==> src/rtl/fetch_pkg.sv <==
// Shared types and defaults for the MIPS instruction-fetch stage.
package fetch_pkg;

    typedef enum logic [1:0] {
        PC_SEQ    = 2'd0,
        PC_BRANCH = 2'd1,
        PC_JUMP   = 2'd2,
        PC_JR     = 2'd3
    } pcsel_t;

    typedef enum logic [1:0] {
        ST_FETCH = 2'd0,
        ST_HOLD  = 2'd1,
        ST_HALT  = 2'd2
    } fetch_state_t;

    localparam logic [31:0] RESET_VECTOR_DEFAULT = 32'h0040_0000;

endpackage

==> src/rtl/fetch_unit_next_pc.sv <==
// Combinational next-PC selection from the held instruction: seq / branch / jump / jump-register.
module next_pc_gen
    import fetch_pkg::*;
#(
    parameter int Abits = 32,
    parameter int Dbits = 32
) (
    input  logic [Abits-1:0] i_pc,
    input  logic [Dbits-1:0] i_instr,
    input  pcsel_t           i_pcsel,
    input  logic [Abits-1:0] i_jr_target,
    output logic [Abits-1:0] o_next_pc,
    output logic             o_misaligned
);

    logic [Abits-1:0] w_pcp4;
    logic [Abits-1:0] w_imm;
    logic             w_unused;

    assign w_pcp4   = i_pc + Abits'(4);
    assign w_imm    = {{(Abits-16){i_instr[15]}}, i_instr[15:0]};
    // Opcode bits are decoded downstream, not here.
    assign w_unused = ^i_instr[Dbits-1:26];

    always_comb begin
        case (i_pcsel)
            PC_SEQ:    o_next_pc = w_pcp4;
            PC_BRANCH: o_next_pc = w_pcp4 + (w_imm << 2);
            PC_JUMP:   o_next_pc = {w_pcp4[Abits-1:28], i_instr[25:0], 2'b00};
            default:   o_next_pc = i_jr_target;
        endcase
    end

    assign o_misaligned = |o_next_pc[1:0];

endmodule

==> src/rtl/fetch_unit.sv <==
// Instruction-fetch stage: PC register, imem req/ack handshake, held instruction under valid/ready,
// bus-timeout / misaligned-target fault and retired-instruction counter.
module fetch_unit
    import fetch_pkg::*;
#(
    parameter int               Abits        = 32,
    parameter int               Dbits        = 32,
    parameter logic [Abits-1:0] RESET_VECTOR = Abits'(RESET_VECTOR_DEFAULT),
    parameter int               TIMEOUT      = 16,
    parameter int               CNTbits      = 32
) (
    input  logic               clk,
    input  logic               reset_n,
    output logic               imem_req,
    output logic [Abits-1:0]   imem_addr,
    input  logic               imem_ack,
    input  logic [Dbits-1:0]   imem_rdata,
    output logic               instr_valid,
    output logic [Dbits-1:0]   instr,
    output logic [Abits-1:0]   pc,
    input  logic               instr_ready,
    input  pcsel_t             pcsel,
    input  logic [Abits-1:0]   jr_target,
    output logic               fault,
    output logic [CNTbits-1:0] instr_count
);

    localparam int TMObits = $clog2(TIMEOUT + 1);

    fetch_state_t       r_state;
    fetch_state_t       w_next_state;
    logic [Abits-1:0]   r_pc;
    logic [Dbits-1:0]   r_instr;
    logic [TMObits-1:0] r_tmo;
    logic               r_fault;
    logic [CNTbits-1:0] r_count;

    logic [Abits-1:0]   w_next_pc;
    logic               w_misaligned;
    logic               w_timeout;
    logic               w_consume;

    next_pc_gen #(
        .Abits (Abits),
        .Dbits (Dbits)
    ) u_next_pc (
        .i_pc         (r_pc),
        .i_instr      (r_instr),
        .i_pcsel      (pcsel),
        .i_jr_target  (jr_target),
        .o_next_pc    (w_next_pc),
        .o_misaligned (w_misaligned)
    );

    assign w_timeout = (r_state == ST_FETCH) && !imem_ack && (r_tmo == TMObits'(TIMEOUT - 1));
    assign w_consume = (r_state == ST_HOLD) && instr_ready;

    always_ff @(posedge clk or negedge reset_n) begin
        if (!reset_n) r_state <= ST_FETCH;
        else          r_state <= w_next_state;
    end

    always_comb begin
        w_next_state = r_state;
        case (r_state)
            ST_FETCH: begin
                if (imem_ack)       w_next_state = ST_HOLD;
                else if (w_timeout) w_next_state = ST_HALT;
            end
            ST_HOLD: begin
                if (instr_ready) w_next_state = w_misaligned ? ST_HALT : ST_FETCH;
            end
            default: w_next_state = ST_HALT;
        endcase
    end

    // Request is gated by reset so an assert mid-wait drops it without waiting for a clock.
    always_comb begin
        imem_req    = 1'b0;
        instr_valid = 1'b0;
        case (r_state)
            ST_FETCH: imem_req    = reset_n;
            ST_HOLD:  instr_valid = 1'b1;
            default: ;
        endcase
    end

    always_ff @(posedge clk or negedge reset_n) begin
        if (!reset_n) begin
            r_pc    <= RESET_VECTOR;
            r_instr <= '0;
            r_tmo   <= '0;
            r_fault <= 1'b0;
            r_count <= '0;
        end else begin
            if (r_state == ST_FETCH) begin
                if (imem_ack) begin
                    r_instr <= imem_rdata;
                    r_tmo   <= '0;
                end else if (w_timeout) begin
                    r_fault <= 1'b1;
                end else begin
                    r_tmo   <= r_tmo + TMObits'(1);
                end
            end
            // A misaligned target still retires the instruction but leaves pc on it.
            if (w_consume) begin
                r_count <= r_count + CNTbits'(1);
                if (w_misaligned) r_fault <= 1'b1;
                else              r_pc    <= w_next_pc;
            end
        end
    end

    assign imem_addr   = r_pc;
    assign pc          = r_pc;
    assign instr       = r_instr;
    assign fault       = r_fault;
    assign instr_count = r_count;

endmodule

==> config.mk <==
export PLATFORM = sky130hd
export DESIGN_NAME = fetch_unit
export DESIGN_NICKNAME = d
export VERILOG_FILES = /design/src/rtl/fetch_pkg.sv /design/src/rtl/fetch_unit_next_pc.sv /design/src/rtl/fetch_unit.sv
export SDC_FILE = /design/constraint.sdc
export NUM_CORES = 1
export LEC_CHECK = 0
export CAP_MARGIN = 20
export CORE_AREA = 4 4 126 128
export CTS_BUF_LIST = sky130_fd_sc_hd__clkbuf_2 sky130_fd_sc_hd__clkbuf_4 sky130_fd_sc_hd__clkbuf_8
export CTS_CLUSTER_SIZE = 20
export DETAILED_ROUTE_END_ITERATION = 8
export DIE_AREA = 0 0 130 132
export PLACE_DENSITY = 0.91
export RECOVER_POWER = 25
export SYNTH_ARGS = -nofsm -noshare
export SYNTH_HDL_FRONTEND = slang
export SYNTH_SLANG_ARGS = --single-unit
==> constraint.sdc <==
create_clock -name clk -period 5.3 [get_ports clk]
set_clock_uncertainty 0.05 [all_clocks]
set_input_delay 1.06 -clock clk [delete_from_list [all_inputs] [get_ports clk]]
set_output_delay 1.06 -clock clk [all_outputs]
set_load 0.01 [all_outputs]
# Word level (Yosys, flattened, before mapping)
# Index checks and enable logic that the tools add are counted.
[totals]
register_bits = 104
inputBits = 70
out_inout_bits = 131
wordCells = 44
[op_classes]
n_addsub = 4
n_eq_ne = 7
mux = 15
bitwise_logic = 1
n_reduce_logical = 11
[op_table]
columns = ["op", "count"]
rows = [
  ["$pmux W32 S3", 1],
  ["$add A32 B1 Y32 const B", 1],
  ["$add A32 B3 Y32 const B", 1],
  ["$add A32 B32 Y32", 1],
  ["$mux W5", 2],
  ["$mux W2", 4],
  ["$reduce_and A2 Y1", 4],
  ["$mux W1", 7],
  ["$add A5 B1 Y5 const B", 1],
  ["$eq A5 B4 Y1 const B", 1],
  ["$eq A2 B1 Y1 const B", 2],
  ["$logic_not A2 Y1", 2],
  ["$ne A2 B2 Y1 const B", 2],
  ["$pmux W2 S2", 1],
  ["$logic_and A1 B1 Y1", 3],
  ["$ne A3 B3 Y1 const B", 1],
  ["$eq A2 B2 Y1 const B", 1],
  ["$reduce_or A2 Y1", 1],
  ["$logic_not A1 Y1", 1],
  ["$not A1 Y1", 1],
]

# Depth between registers and ports, before layout
# Gate-level depths: netlist (run 1).
[logic_depth]
ltp_word = 8
depth_mapped = 16
mapped_depth_nobuf = 16

# Cells and area by module
# A second synthesis (run 1) with hierarchy kept.
[hier_totals]
cells_unflattened = 724
area_unflattened_um2 = 7518.5
[modules_own_cells]
columns = ["module", "n_inst", "cells_each", "area_per_inst_um2", "seq_area_each_um2"]
rows = [
  ["fetch_unit", 1, 339, 4470.5, 2603.7],
  ["next_pc_gen", 1, 385, 3047.9, 0.0],
]

# Least setup slack after synthesis (run 1)
# OpenSTA, ideal clock, no wires.
[synth_path]
kind = "register to register"
start = "register r_pc[3] (netlist: imem_addr[3])"
end = "register r_pc[25] (netlist: imem_addr[25])"
setup_time_ps = 125
t_arrival_ps = 3772
t_required_ps = 5125
slack_ps = 1353
stages_incl_launch_ff = 17
n_path_buf = 0
synth_period_minus_slack_ps = 3947
path_cell_list = "dfrtp_1 ha_1 inv_1 or4_4 nor3_4 nand4_1 xnor2_1 ha_1 a21o_1 a21o_1 a21oi_1 and2_1 o211a_1 nor2_1 xor2_1 mux4_2 mux2_2"
[synth_via]
elab_chain_len = 3
[synth_rtl]
columns = ["element", "line", "source"]
rows = [
  ["start, declared", "fetch_unit.sv:32", "logic [Abits-1:0] r_pc;"],
  ["start signal, assigned", "fetch_unit.sv:110", "else r_pc <= w_next_pc;"],
  ["$add A32 B3 Y32 (*)", "fetch_unit_next_pc.sv:20", "assign w_pcp4 = i_pc + Abits'(4);"],
  ["$add A32 B32 Y32", "fetch_unit_next_pc.sv:28", "PC_BRANCH: o_next_pc = w_pcp4 + (w_imm << 2);"],
  ["$pmux W32 S3 (*)", "fetch_unit_next_pc.sv:26", "case (i_pcsel)"],
]
# Mark *: on every way between the ends. The rest lies on a longest branch, timed or not.
# A chain may end at the register's enable or synchronous reset.

# Worst setup path after layout (run 1)
[layout_path]
start = "register r_pc[2] (netlist: imem_addr[2])"
end = "register r_pc[25] (netlist: imem_addr[25])"
# The elaborated chain is that of the path after synthesis.

==> results of run 1 <==
[per-layer routing]
metal  wire length [microns]  up-vias  track usage (%)
met4                     468        0            7.159
li1                        -     3002                -
met5                       0        -                0
met2                    9825      291            39.86
met3                    1909       39            6.969
met1                    8578     3098            31.29
[worst max-delay path by stage]
stage                                            to  slack, ps  cells after the start
after floorplan           imem_addr[25]$_DFFE_PN0P_       1350                     16
after global placement    imem_addr[25]$_DFFE_PN0P_       1200                     16
after detailed placement  imem_addr[25]$_DFFE_PN0P_       1080                     16
after CTS                 imem_addr[25]$_DFFE_PN0P_       1060                     16
after global routing      imem_addr[25]$_DFFE_PN0P_        770                     16
final                     imem_addr[25]$_DFFE_PN0P_       1040                     16
[sequential cells by signal, summed over array words and instances (netlist names)]
signal       flops
instr_count     32
fault            1
r_tmo            5
r_state          2
instr           32
imem_addr       32
[final cells by class]
cell class / count / area, sq um / area share [%]
Multi-Input combinational cell: 586 / 4288 / 45.42
Sequential cell: 104 / 2604 / 27.58
Timing Repair Buffer: 205 / 2027 / 21.47
Tap cell: 188 / 235.2 / 2.492
Clock buffer: 10 / 137.6 / 1.458
Clock inverter: 5 / 88.84 / 0.9410
Inverter: 16 / 60.06 / 0.6362
[placed cells by master (no fill, tap or decap), drive strengths merged, types with 3 or more instances in the layout]
master         instances
clkbuf                10
o31ai                  3
nand2                 96
nand4                 20
and3                  14
nand2b                 8
clkdlybuf4s50        195
dfrtp                103
o211ai                 5
a21o                  16
buf                    8
nor3                  13
or2                    5
mux4                  16
mux2i                  8
a31oi                  5
o21ai                 33
nor2                  41
xnor2                 54
inv                   18
xor2                  33
a21oi                 54
nand3                 27
and2                   8
nor2b                  7
mux2                  37
o21bai                 5
ha                    38
and4                   3
o21a                   6
[cell families after synthesis]
family                     Yosys count  share of synthesized area (%)
AOI/OAI and AO/OA                  147                          12.73
xor gates and xnor gates            87                          10.45
adders and majority gates           39                          6.795
buffers and inverters               74                          5.542
DFF                                104                          35.71
muxes                               61                          11.81
and+or+nand+nor                    252                          16.97
[power groups by stage]
stage / clock network, mW / registers, mW / logic [mW]
after global placement: 0 / 1.38 / 2.89
after CTS: 0.602 / 1.39 / 2.98
final: 0.589 / 1.39 / 2.99
after floorplan: 0 / 1.41 / 1.94
after global routing: 0.624 / 1.44 / 3.27
after detailed placement: 0 / 1.40 / 2.97
[stage by stage]
step / instances / utilization (%)
floorplan: 764 / -
global placement: 1099 / 61.99
detailed placement: 1099 / 61.99
CTS: 1114 / 63.51
global route: 1114 / 63.51
finish: 1114 / 63.51
==> results.ini, run 1 <==
[timing]
slew_violations=0
holdWs_ps=442.8
max_freq_mhz=234.8
slew_headroom_pct=37.01
setup_tns_ps=0
post-route-min-period_ps=4259
hold_violations=0
setup_violations=0
worst_slack_ps=1041
fin_crit_sh_pct=80.36
worstMarginPinSlew_ps=944.9
rsz0062_at_grt=no

[routing]
wl_microns=20780
drc_errors=0
dr.first_iter.drc_count=558
antenna_left=0
drt-wirelength-per-cell_microns=18.66
vias=6430
vias_per_cell=5.772
dr.pass1.iters=5

[global_routing]
first_global_vias=6545
grt-ovfl-total=0
grtUsageTotal_pct=24.34
grt_max_degree=62
grt_pass1_wl_microns=33440
antenna_found_initial=0

[setup_path]
path_buf_inv=1
worst_ep_arrival_time_ps=4490
crit_fanout=6
rr_endpoint=imem_addr[25]$_DFFE_PN0P_
reg2regPathDepth=16
reg2reg_slack_ps=1040
endpoint_kind=flop
worstReg2RegStart=imem_addr[2]$_DFFE_PN0P_
crit_chain=ha_1 > inv_1 > or4_4 > nor3_4 > nand4_1 > xnor2_1 > ha_1 > a21o_1 > a21o_1 > a21oi_1 > and2_1 > o211a_1 > nor2_1 > xor2_1 > mux4_2 > mux2_2
slowest_stage=or4_4
path_delay_family=simple AND/OR/NAND/NOR gates
path_class=flop to flop
cp-start-kind=flop
crit_start=imem_addr[2]$_DFFE_PN0P_
cp.required_ps=5530
slowest_delay_ps=590

[final_layout]
layout-drive-gt1-share_pct=9.827
fillers=1219
stdcell_area_sq_mm=0.009440
syn_to_final_growth_pct=29.46
fin_nets=1031
diodes=0

[power_and_ir_drop]
vdd.ir_drop.worst_mv=0.2198
powerDensity_mw_per_mm2=526.6
p_clk_share_pct=11.8
power_switching_mw=2.090
p_comb_share_pct=60.1
finalPower_mw=4.971
intPower_mw=2.882
p_leak_nw=4.109
switching_share_pct=42.03
p_seq_share_pct=28.0

[synthesis]
synth-seq-cells=104
synth.net_count=873
synth_common_cells=dfrtp_1 (103), nand2_1 (96), a21oi_1 (54), xnor2_1 (54), nor2_1 (41)
yosys_warnings=0
syn_inst=764
synth_top_area_share_pct=35.35
synthTopCellsByArea=dfrtp_1 (35%), ha_1 (6.5%), xnor2_1 (6.5%)
synth_flop_cell=dfrtp_1
postSynthAreaPerCell_sq_um=9.544
async_flop_share_pct=100.0
seq_area_frac_synth_pct=35.71
synthesis.area_sq_mm=0.007292
synth_cell_types=66
synth_edf_count=0
synthMostInstantiatedCell=dfrtp_1
netlist.top_cell.by_area=dfrtp_1

[cts]
clk_latency_ps=390
cts_setup_buffers=0
cts_hold_buf=0
cts_resized=0
htree_num_levels=3
cts_root_buf=clkbuf_8
cts_tree=built
path_clk_slew_ps=110
cts.sinks=104
cts_buffers=9
clk_path_buf_depth=2

[placement]
dp_slack_ps=1080
gp_congestion=0.9012
dpl_cell_area_sq_mm=0.009214
dpl.hpwl_microns=15570
port_buffers=200

[worst_hold_path]
min_to=instr_count[31]$_DFFE_PN0P_
min_path_type=flop to flop
worstHoldStart=instr_count[31]$_DFFE_PN0P_
hold_path_depth=1

[status]
status=finished, final reports clean

[floorplanning]
initial_core_util_pct=49.06
die_w_microns=130
coreArea_sq_mm=0.01486
pin_count=201
dieArea_sq_mm=0.01716
die_h_microns=132
row_count=45

[run]
drv_cap=0

Power figures use the tool's default switching activity.
==> run 2, diff against run 1 <==
- clock period: 5.3 -> 4.28 ns (I/O delays scaled with it)
==> results.ini, run 2 (synthesis gave the netlist of run 1 again) <==
[timing]
setup_tns_ps=0  ; unchanged
post-route-min-period_ps=4143  ; was 4259 ps
rsz0062_at_grt=no  ; unchanged
worst_slack_ps=137.1  ; was 1041 ps
worstMarginPinSlew_ps=2850  ; was 944.9 ps
max_freq_mhz=241.4  ; was 234.8 MHz
slew_headroom_pct=-90.03  ; was 37.01%
holdWs_ps=434.6  ; was 442.8 ps
setup_violations=0  ; unchanged
hold_violations=0  ; unchanged
fin_crit_sh_pct=96.80  ; was 80.36%
slew_violations=52  ; was 0

[status]
violations=max-capacitance violations, max-slew violations
status=finished with violations  ; was finished, final reports clean

[cts]
cts_root_buf=clkbuf_8  ; unchanged
cts_tree=built  ; unchanged
path_clk_slew_ps=100  ; was 110 ps
htree_num_levels=3  ; unchanged
clk_latency_ps=390  ; about the same
clk_path_buf_depth=2  ; unchanged
cts_buffers=9  ; unchanged
cts.sinks=104  ; unchanged
cts_hold_buf=0  ; unchanged

[setup_path]
worstReg2RegStart=imem_addr[3]$_DFFE_PN0P_  ; was imem_addr[2]$_DFFE_PN0P_
slowest_stage=or4_4  ; unchanged
path_class=flop to flop  ; unchanged
cp-start-kind=flop  ; unchanged
cp.required_ps=4510  ; was 5530 ps
worst_ep_arrival_time_ps=4370  ; was 4490 ps
crit_fanout=5  ; was 6
path_delay_family=simple AND/OR/NAND/NOR gates  ; unchanged
crit_chain=ha_2 > inv_1 > or4_4 > nor3_4 > nand4_1 > xnor2_2 > ha_2 > a21o_1 > a21o_1 > a21oi_2 > and2_4 > o211a_1 > nor2_1 > xor2_1 > mux4_2 > mux2_2  ; was ha_1 > inv_1 > or4_4 > nor3_4 > nand4_1 > xnor2_1 > ha_1 > a21o_1 > a21o_1 > a21oi_1 > and2_1 > o211a_1 > nor2_1 > xor2_1 > mux4_2 > mux2_2
crit_start=imem_addr[3]$_DFFE_PN0P_  ; was imem_addr[2]$_DFFE_PN0P_
path_buf_inv=1  ; unchanged
slowest_delay_ps=600  ; was 590 ps
endpoint_kind=flop  ; unchanged

[final_layout]
final_common_cell=clkdlybuf4s50_1  ; unchanged
instances_no_fill=1124  ; was 1,114
mostFrequentLayoutCells=clkdlybuf4s50_1 (196), dfrtp_1 (100), nand2_1 (96)  ; was clkdlybuf4s50_1 (195), dfrtp_1 (103), nand2_1 (96)
layout-drive-gt1-share_pct=11.75  ; was 9.827%
syn_to_final_growth_pct=30.03  ; was 29.46%
fin_nets=1041  ; was 1,031
diodes=0  ; unchanged

[global_routing]
antenna_found_initial=0  ; unchanged
grt-ovfl-total=0  ; unchanged
grt_pass1_wl_microns=32950  ; was 33,440 microns
first_global_vias=6498  ; was 6,545
grt_max_degree=55  ; was 62
grtUsageTotal_pct=24.10  ; was 24.34%

[floorplanning]
dieArea_sq_mm=0.01716  ; unchanged
pin_count=201  ; unchanged
coreArea_sq_mm=0.01486  ; unchanged
die_h_microns=132  ; unchanged
initial_core_util_pct=49.06  ; unchanged
row_count=45  ; unchanged
die_w_microns=130  ; unchanged

[placement]
dpl.hpwl_microns=15550  ; was 15,570 microns
port_buffers=200  ; unchanged
dp_slack_ps=49.10  ; was 1080 ps
place_inst=1108  ; was 1,099
gp_congestion=0.9488  ; was 0.9012

[routing]
drc_errors=0  ; unchanged
drt-wirelength-per-cell_microns=18.52  ; was 18.66 microns
dr.first_iter.drc_count=395  ; was 558
dr.pass1.iters=5  ; unchanged
vias=6420  ; was 6,430
wl_microns=20810  ; was 20,780 microns
antenna_left=0  ; unchanged
vias_per_cell=5.712  ; was 5.772

[worst_hold_path]
worstHoldStart=instr_count[31]$_DFFE_PN0P_  ; unchanged
min_path_type=flop to flop  ; unchanged

[power_and_ir_drop]
powerDensity_mw_per_mm2=639.1  ; was 526.6 mW/mm^2
vdd.ir_drop.worst_mv=0.3590  ; was 0.2198 mV
p_leak_nw=4.141  ; was 4.109 nW

[run]
drv_cap=1  ; was 0

## run 2: cell types whose count changed in the layout (fill, tap and decap cells not counted), moves of 2 or more
cell       delta
ha_2          +2
dfrtp_1       -3
ha_1          -2
clkbuf_4      +2
xnor2_1       -2
dfrtp_2       +3
bufinv_16     -2
xnor2_2       +2
buf_4         +8
clkinv_2      +3
## run 2: worst register-to-register path, cell delays in order (launching register included)
cell	delay, ps
dfrtp_2	410
ha_2	230
inv_1	60
or4_4	600
nor3_4	160
nand4_1	170
xnor2_2	220
ha_2	330
a21o_1	200
a21o_1	180
a21oi_2	150
and2_4	160
o211a_1	160
nor2_1	80
xor2_1	140
mux4_2	440
mux2_2	270
## run 2: layer usage
| layer | global-route usage [%] | wire length, microns | vias to the layer above |
|---|---|---|---|
| met4 | 7.794 | 487 | 0 |
| met3 | 8.104 | 1802 | 39 |
| met1 | 30.40 | 8674 | 3102 |
| li1 | - | - | 3020 |
| met2 | 38.91 | 9848 | 259 |
| met5 | 0 | 0 | - |
## run 2: what timing repair did
action / 4_1_cts / 5_1_grt
endpoints found under the setup margin: 0 / 1
setup buffers: 0 / 1
gates resized for setup: 0 / 10
## run 2: through the flow
stage / instance area, sq um / power, mW / utilization (%)
2_1_floorplan: 7292 / 4.143 / -
3_3_place_gp: 9281 / 5.310 / 62.44
3_5_place_dp: 9281 / 5.427 / 62.44
4_1_cts: 9445 / 6.028 / 63.54
5_1_grt: 9482 / 6.511 / 63.79
6_report: 9482 / 6.060 / 63.79
## run 2: final timing paths
kind | endpoint | slack, ps | cells past startpoint
max | imem_addr[25]$_DFFE_PN0P_ | 140 | 16
min | instr_count[31]$_DFFE_PN0P_ | 430 | 1
max in group asynchronous | imem_addr[21]$_DFFE_PN0P_ | 840 | 3
min reg2reg | instr_count[31]$_DFFE_PN0P_ | 430 | 1
min in group asynchronous | fault$_DFF_PN0_ | 1440 | 2
max reg2reg | imem_addr[25]$_DFFE_PN0P_ | 140 | 16
## run 2: layout make-up
cell class / count / area (sq um)
multi-input cells: 586 / 4317
repair buffers: 215 / 2098
clock buffers: 10 / 131.4
fillers: 1187 / 5383
clock inverters: 5 / 32.53
flip-flops and latches: 104 / 2608
well taps: 188 / 235.2
inverters: 16 / 60.06
## run 2: power by group
group	internal (mW)	switching [mW]	total [mW]
registers	1.28	0.431	1.71
logic	1.98	1.79	3.77
clock network	0.216	0.360	0.576
total	3.48	2.58	6.06
==> run 3, diff against run 2 <==
- CORE_AREA: 4 4 126 128 -> 4 4 141 116
- DIE_AREA: 0 0 130 132 -> 0 0 145 120
- HOLD_SLACK_MARGIN: default -> 0.12
- PLACE_DENSITY: 0.91 -> 0.9
==> results.ini, run 3 (synthesis gave the netlist of run 1 again) <==
[global_routing]
grt_util_met2_pct=38.69  ; was 38.91%
grt_pass1_wl_microns=33790  ; was 32,950 microns
antenna_found_initial=1  ; was 0
first_global_vias=6347  ; was 6,498
grt_max_degree=105  ; was 55
grt.busiest_layer=met2  ; unchanged
grtUsageTotal_pct=24.06  ; was 24.10%
use_met1_pct=32.04  ; was 30.40%
met3_usage_pct=7.286  ; was 8.104%
grt-ovfl-total=0  ; unchanged

[power_and_ir_drop]
powerDensity_mw_per_mm2=649.7  ; was 639.1 mW/mm^2
power_switching_mw=2.663  ; was 2.581 mW
switching_share_pct=43.30  ; was 42.59%
finalPower_mw=6.150  ; was 6.060 mW
p_leak_nw=4.118  ; was 4.141 nW
p_comb_share_pct=62.0  ; was 62.2%
p_clk_share_pct=9.9  ; was 9.5%
p_seq_share_pct=28.0  ; was 28.3%
intPower_mw=3.487  ; was 3.479 mW
vdd.ir_drop.worst_mv=0.3809  ; was 0.3590 mV

[floorplanning]
pin_count=201  ; unchanged
dieArea_sq_mm=0.01740  ; was 0.01716 sq mm
initial_core_util_pct=49.06  ; unchanged
die_w_microns=145  ; was 130 microns
die_h_microns=120  ; was 132 microns
row_count=40  ; was 45
coreArea_sq_mm=0.01486  ; unchanged

[placement]
dp_slack_ps=134.5  ; was 49.10 ps
dpl.hpwl_microns=15890  ; was 15,550 microns
port_buffers=200  ; unchanged
place_inst=1104  ; was 1,108
gp_congestion=0.9733  ; was 0.9488

[setup_path]
worst_ep_arrival_time_ps=4300  ; was 4370 ps
path_delay_family=simple AND/OR/NAND/NOR gates  ; unchanged
path_class=flop to flop  ; unchanged
slowest_delay_ps=580  ; was 600 ps
path_buf_inv=1  ; unchanged
crit_chain=ha_2 > inv_1 > or4_4 > nor2_1 > nand3_1 > xnor2_2 > ha_1 > a21o_1 > a21o_1 > a21oi_1 > and2_1 > o211a_1 > nor2_1 > xor2_1 > mux4_2 > mux2_2  ; was ha_2 > inv_1 > or4_4 > nor3_4 > nand4_1 > xnor2_2 > ha_2 > a21o_1 > a21o_1 > a21oi_2 > and2_4 > o211a_1 > nor2_1 > xor2_1 > mux4_2 > mux2_2
worstReg2RegStart=imem_addr[2]$_DFFE_PN0P_  ; was imem_addr[3]$_DFFE_PN0P_
cp-start-kind=flop  ; unchanged
crit_fanout=3  ; was 5
cp.required_ps=4520  ; was 4510 ps
endpoint_kind=flop  ; unchanged
slowest_stage=or4_4  ; unchanged
crit_start=imem_addr[2]$_DFFE_PN0P_  ; was imem_addr[3]$_DFFE_PN0P_

[timing]
max_freq_mhz=246.0  ; was 241.4 MHz
setup_violations=0  ; unchanged
worstMarginPinSlew_ps=2554  ; was 2850 ps
holdWs_ps=420.1  ; was 434.6 ps
slew_violations=105  ; was 52
worst_slack_ps=214.7  ; was 137.1 ps
fin_crit_sh_pct=94.98  ; was 96.80%
post-route-min-period_ps=4065  ; was 4143 ps
hold_violations=0  ; unchanged
slew_headroom_pct=-70.29  ; was -90.03%

[final_layout]
layout-drive-gt1-share_pct=11.16  ; was 11.75%
instances_no_fill=1122  ; was 1,124
fin_nets=1037  ; was 1,041
syn_to_final_growth_pct=29.80  ; was 30.03%
final_common_cell=clkdlybuf4s50_1  ; unchanged
mostFrequentLayoutCells=clkdlybuf4s50_1 (197), dfrtp_1 (99), nand2_1 (96)  ; was clkdlybuf4s50_1 (196), dfrtp_1 (100), nand2_1 (96)
final_util_pct=63.68  ; was 63.79%

[cts]
cts_hold_buf=0  ; unchanged
cts_buffers=9  ; unchanged
htree_num_levels=3  ; unchanged
path_clk_slew_ps=110  ; was 100 ps
clk_path_buf_depth=2  ; unchanged
cts_tree=built  ; unchanged
clk_latency_ps=410  ; was 390 ps
cts_root_buf=clkbuf_8  ; unchanged
cts.sinks=104  ; unchanged

[routing]
dr.first_iter.drc_count=509  ; was 395
vias=6407  ; was 6,420
dr.pass1.iters=5  ; unchanged
vias_per_cell=5.710  ; was 5.712
antenna_left=0  ; unchanged
drc_errors=0  ; unchanged
drt-wirelength-per-cell_microns=18.86  ; was 18.52 microns
wl_microns=21160  ; was 20,810 microns

[run]
drv_cap=1  ; unchanged

[worst_hold_path]
min_path_type=flop to flop  ; unchanged
worstHoldStart=instr_count[31]$_DFFE_PN0P_  ; unchanged

[status]
violations=max-capacitance violations, max-slew violations  ; unchanged
status=finished with violations  ; unchanged

==> run 3: path summary, 6_finish.rpt <==
kind,to,slack (ps),depth (start not counted)
max,imem_addr[25]$_DFFE_PN0P_,210,16
min,instr_count[31]$_DFFE_PN0P_,420,1
max reg2reg,imem_addr[25]$_DFFE_PN0P_,210,16
min reg2reg,instr_count[31]$_DFFE_PN0P_,420,1
max in group asynchronous,imem_addr[6]$_DFFE_PN0P_,960,2
min in group asynchronous,instr[10]$_DFFE_PN0P_,1460,2
==> run 3: timing repair <==
action	in CTS	in global routing
hold endpoints to repair	0	0
buffers inserted	0	2
endpoints found under the setup margin	0	1
gates resized for setup	0	8
==> run 3: layer usage <==
layer | routed length [microns] | share of wire [%]
met4 | 392 | 1.9
met5 | 0 | 0
met3 | 2013 | 9.5
met2 | 9882 | 47
met1 | 8869 | 42
==> run 3: power groups by stage <==
stage,Sequential (mW),Clock (mW),Combinational (mW)
2_1_floorplan,1.75,0,2.40
3_3_place_gp,1.71,0,3.66
3_5_place_dp,1.74,0,3.73
4_1_cts,1.72,0.628,3.75
5_1_grt,1.78,0.664,4.16
6_report,1.72,0.609,3.82
==> run 3: stage by stage <==
stage | instance area, sq um | TNS, ps
final | 9465 | 0
after global routing | 9465 | -1.354
after CTS | 9432 | 0
after detailed placement | 9258 | 0
after global placement | 9258 | 0
after floorplan | 7292 | 0
==> run 3: cell type report <==
type,count,area [sq um]
Tap cell,189,236.5
Inverter,16,60.06
Fill cell,1191,5399
Timing Repair Buffer,211,2066
Antenna cell,1,2.502
Multi-Input combinational cell,586,4318
Clock buffer,9,123.9
Sequential cell,104,2609
Clock inverter,6,50.05
